`config.mk`:
```
export PLATFORM = sky130hd
export DESIGN_NAME = flex_counter_flat
export DESIGN_NICKNAME = d
export VERILOG_FILES = /design/src/rtl/flex_counter_if.sv /design/src/rtl/flex_counter.sv /design/src/flat_wrapper.sv
export SDC_FILE = /design/constraint.sdc
export NUM_CORES = 1
export LEC_CHECK = 0
export ABC_AREA = 1
export BUFFER_PORTS_ARGS = -buffer_cell sky130_fd_sc_hd__buf_2
export CAP_MARGIN = 20
export CELL_PAD_IN_SITES_DETAIL_PLACEMENT = 1
export CELL_PAD_IN_SITES_GLOBAL_PLACEMENT = 1
export CORE_MARGIN = 1
export CORE_UTILIZATION = 30
export DETAILED_ROUTE_END_ITERATION = 12
export PLACE_DENSITY = 0.82
export SETUP_SLACK_MARGIN = 0.1
export SLEW_MARGIN = 20
export SYNTH_ARGS = -nofsm -noshare
export SYNTH_HDL_FRONTEND = slang
export SYNTH_SLANG_ARGS = --single-unit
```
`constraint.sdc`:
```
create_clock -name CLK -period 1.67 [get_ports CLK]
set_clock_uncertainty 0.2 [all_clocks]
set_input_delay 0.0835 -clock CLK [delete_from_list [all_inputs] [get_ports CLK]]
set_output_delay 0.0835 -clock CLK [all_outputs]
set_load 0.02 [all_outputs]
```
`src/rtl/flex_counter_if.sv`:
```
// Control/status bundle for flex_counter: counter controls in, count and rollover flag out.
interface flex_counter_if #(
  parameter int NUM_CNT_BITS = 4
);
  logic                    clear;
  logic                    count_enable;
  logic [NUM_CNT_BITS-1:0] rollover_val;
  logic [NUM_CNT_BITS-1:0] count_out;
  logic                    rollover_flag;

  modport master (
    output clear, count_enable, rollover_val,
    input  count_out, rollover_flag
  );

  modport slave (
    input  clear, count_enable, rollover_val,
    output count_out, rollover_flag
  );
endinterface

```
`src/rtl/flex_counter.sv`:
```
// Synchronous up-counter with programmable rollover value and registered rollover flag.
// Optional simulation checks are compiled in when FLEX_COUNTER_ASSERT_EN is defined.
module flex_counter #(
  parameter int NUM_CNT_BITS = 4
) (
  input logic           CLK,
  input logic           reset,
  flex_counter_if.slave ctl
);

  localparam int W = NUM_CNT_BITS;

  logic [W-1:0] count_next_p0;
  logic         flag_next_p0;
  logic [W-1:0] count_p1;
  logic         flag_p1;

  // Rollover restarts at 1; a terminal value of 0 pins the count at 0.
  // A count already above a lowered terminal value simply wraps modulo 2^W.
  function automatic logic [W-1:0] advance(input logic [W-1:0] cnt,
                                           input logic [W-1:0] rv,
                                           input logic         en);
    logic [W-1:0] res;
    res = cnt;
    if (en) begin
      if (rv == '0)
        res = '0;
      else if (cnt == rv)
        res = {{(W-1){1'b0}}, 1'b1};
      else
        res = cnt + {{(W-1){1'b0}}, 1'b1};
    end
    return res;
  endfunction

  // ---- p0: next-state computation from sampled inputs ----
  always_comb begin
    count_next_p0 = advance(count_p1, ctl.rollover_val, ctl.count_enable);
    flag_next_p0  = (ctl.rollover_val != '0) && (count_next_p0 == ctl.rollover_val);
  end

  // ---- p1: registered outputs ----
  always_ff @(posedge CLK) begin
    if (reset || ctl.clear) begin
      count_p1 <= '0;
      flag_p1  <= 1'b0;
    end else begin
      count_p1 <= count_next_p0;
      flag_p1  <= flag_next_p0;
    end
  end

  assign ctl.count_out     = count_p1;
  assign ctl.rollover_flag = flag_p1;

`ifdef FLEX_COUNTER_ASSERT_EN
  // Overshoot above the terminal value is only legal while draining a lowered value.
  a_no_overshoot: assert property (@(posedge CLK) disable iff (reset)
    (ctl.count_out > ctl.rollover_val) |->
      (($past(ctl.count_out) > $past(ctl.rollover_val)) ||
       (ctl.rollover_val < $past(ctl.rollover_val))));

  a_flag_matches: assert property (@(posedge CLK) disable iff (reset)
    !$past(ctl.clear) && !$past(reset) |->
      (ctl.rollover_flag == ((ctl.count_out == $past(ctl.rollover_val)) &&
                             ($past(ctl.rollover_val) != '0))));

  a_no_x: assert property (@(posedge CLK) disable iff (reset)
    !$isunknown({ctl.count_out, ctl.rollover_flag}));
`else
`endif

endmodule

```
`src/flat_wrapper.sv`:
```
// flat-port wrapper written by rule: the top's interface ports become plain ports
module flex_counter_flat 
#(
  parameter int NUM_CNT_BITS = 4
)
  (CLK, reset, ctl_clear, ctl_count_enable, ctl_rollover_val, ctl_count_out, ctl_rollover_flag);
  flex_counter_if #(.NUM_CNT_BITS(NUM_CNT_BITS)) ctl_i ();
  input logic CLK;
  input logic reset;
  input wire logic [$bits(ctl_i.clear)-1:0] ctl_clear;
  input wire logic [$bits(ctl_i.count_enable)-1:0] ctl_count_enable;
  input wire logic [$bits(ctl_i.rollover_val)-1:0] ctl_rollover_val;
  output wire logic [$bits(ctl_i.count_out)-1:0] ctl_count_out;
  output wire logic [$bits(ctl_i.rollover_flag)-1:0] ctl_rollover_flag;
  assign ctl_i.clear = ctl_clear;
  assign ctl_i.count_enable = ctl_count_enable;
  assign ctl_i.rollover_val = ctl_rollover_val;
  assign ctl_count_out = ctl_i.count_out;
  assign ctl_rollover_flag = ctl_i.rollover_flag;
  flex_counter #(.NUM_CNT_BITS(NUM_CNT_BITS)) u_core (.CLK(CLK), .reset(reset), .ctl(ctl_i));
endmodule
```
==> run metrics <==
final hold vios 0; sequential share of the synthesized area 0.239; Cell variety after synth 15; share of layout cells above drive strength 1 0.351; Critical path buffers and inverters 4; min cycle time layout 1560 ps; largest net degree at the start of global routing 8; Die ar. 1550 um^2; r2r startpoint u_core.ctl.count_out[2]; CORE AREA 1300 um^2; main combinational cell family by area after synthesis simple AND/OR/NAND/NOR gates; worst setup path endpoint u_core.ctl.rollover_flag; Pleak 0.321 nW; DP Cell Count 104; top cells by area, synth nand2_1 30%, dfxtp_1 24%, inv_1 9.9%; cell accounting for the most synthesized area nand2_1; total of max-cap violations 0; fmax 641 MHz; initial antenna violation count 0; root buf cell clkbuf_4; max incr delay on CP 540 ps; CP Depth 11; final hold slack 26.3 ps; WL final 1.37 mm; Tightest Hold Check Type input pin to register; clock-pin slew on the worst setup and hold paths 50 ps; PnR worst setup slack 110 ps; WS Path Type input pin to register; count leader, synth nand2_1; Rel. slew slack 0.860; CTS H-tree lvls 1; Overflow after GRT 0; Layout Cells excl Fill 112; gpl congestion 0.851; worst vdd ir 0.270 mV; Die Height 39.4 um; Post-synth EDFFs 0; adder-cell share of the synthesized area 0.0299; Worst setup SP type input pin; Initial DRC Count 15; die width 39.4 um; multi-input logic area 294 um^2; synthesized area 419 um^2; storage element area 110 um^2; FF-to-FF setup slack 120 ps; Syn Inst Count 77; Final Max Slew Viols 0; CTS tree done; syn nets 86; status finished clean; CTS buffer count 3; I/O pin count 13; Max Fanout on Critical Path 5; crit-path cells dlygate4sd3_1, buf_2, inv_1, nor2_2, nand3_1, nand2_1, nand2_1, nand2_1, inv_1, nand2_1, nor2_1; Setup WS pre-CTS 117 ps; Crit. End Element register; global-route wire length before repair 1.93 mm; Filler Cells Inserted 195; Avg Synthesized Cell Area 5.44 um^2; First-pass DRT Iterations 4; RSZ-0062 raised after global routing true; Post-Synth Simple-Gate Area 0.516; critical path's top delay family buffers and inverters; CP Data Required Time 1610 ps; antenna violation net count after detailed routing 0; DRC 0; vias in the first global route 475; Power Density 573 nW/um^2; Synth top area share 0.296; XOR/XNOR Fraction of Synth Area 0.0209; Syn. warnings 0; routed len/inst 12.3 um; CP startpoint ctl_count_enable; R2R depth 13; Slowest cell on crit path dlygate4sd3_1; Via Count 537; Worst-Margin Slew 210 ps; HPWL Detailed 905 um; Clock Sinks 5; most frequent cells after synthesis 33 x nand2_1, 11 x inv_1, 6 x nand3_1, 5 x dfxtp_1, 5 x nor2_1; Critical Path AT 1500 ps; area delta synth->final 42.1%; crit share post-route 0.934; Seq cells post-synth 5; Port Buffers 12; Nets 107; row cnt 13; mux share of post-synthesis cell area 0; asr flop ratio synth 0; clk buf depth 2; Worst-Skew Late Latency 250 ps; Synth Area in Compound Gates 0.0776; Starting Density 0.322; final setup violation count 0; total track usage 0.197; ANT cells 0; TNS Setup 0 ps; most used cell along the critical path nand2_1; R2R Path End u_core.ctl.rollover_flag; dominant synthesized flop cell dfxtp_1; vias per cell 4.79
power by group:
part           internal [mW]  switching, mW  leakage, nW  total [mW]
sequential             0.119        0.00350       0.0430       0.123
combinational         0.0287         0.0406        0.263      0.0692
clock                 0.0909         0.0585       0.0150       0.149
repair_timing:
action / 4_1_cts / 5_1_grt
gates resized for setup: 0 / 13
endpoints found under the hold margin: 4 / 0
setup buffers: 0 / 1
hold buffers: 3 / 0
setup endpoints to repair: 0 / 1
worst min-delay path: cells and delay by family:
kind	cells	cell delay, ps
AND/OR/NAND/NOR	4	210
buffers and inverters	1	120
cells by family after synthesis:
| logic type | count (synthesis) |
|---|---|
| buf+inv | 13 |
| compound gates | 6 |
| simple gates | 51 |
| fa+ha+maj | 1 |
| xor+xnor | 1 |
| flops | 5 |
cells in the final DEF, fill, tap and decap left out, types with 2 or more instances in the layout:
cell type / instances
clkbuf_4: 3
dlygate4sd3_1: 3
nand2_1: 30
inv_1: 10
nand2_2: 4
inv_2: 3
nor2_1: 5
nand3_1: 6
dfxtp_2: 2
a21oi_1: 4
dfxtp_4: 2
buf_2: 12
nor2_2: 4
worst min path at each step:
stage	startpoint	cells past startpoint	slack, ps	to
floorplan	ctl_count_enable	3	80	u_core.ctl.count_out[2]
global placement	reset	3	210	u_core.ctl.count_out[0]
detailed placement	reset	3	210	u_core.ctl.count_out[0]
CTS	ctl_rollover_val[0]	5	30	u_core.ctl.rollover_flag
global route	ctl_rollover_val[0]	5	50	u_core.ctl.rollover_flag
finish	ctl_rollover_val[0]	5	30	u_core.ctl.rollover_flag
registers in the layout (all words and copies together), names as in the netlist:
name,cells
u_core.ctl.rollover_flag,1
u_core.ctl.count_out,4
routing by layer:
metal / up-vias / routed length, um / global-route usage / share of wire
met5: - / 0 / 0 / 0
li1: 276 / - / - / -
met2: 11 / 715 / 0.358 / 0.52
met4: 0 / 12 / 0.129 / 0.0087
met3: 2 / 31 / 0.0341 / 0.023
met1: 248 / 614 / 0.203 / 0.45
per-stage QoR:
stage / cell area (um^2) / utilization / total power, mW
final: 596 / 0.458 / 0.341
after global routing: 596 / 0.458 / 0.362
after CTS: 556 / 0.427 / 0.336
after detailed placement: 499 / 0.384 / 0.186
after global placement: 499 / 0.384 / 0.185
after floorplan: 420 / - / 0.164
cell type report:
class | count | share of cell area
clock buffer | 4 | 0.0441
tap | 15 | 0.0315
timing repair buffer | 16 | 0.164
sequential | 5 | 0.185
multi-input combinational | 59 | 0.494
inverter | 13 | 0.0819
Power figures use the tool's default switching activity.
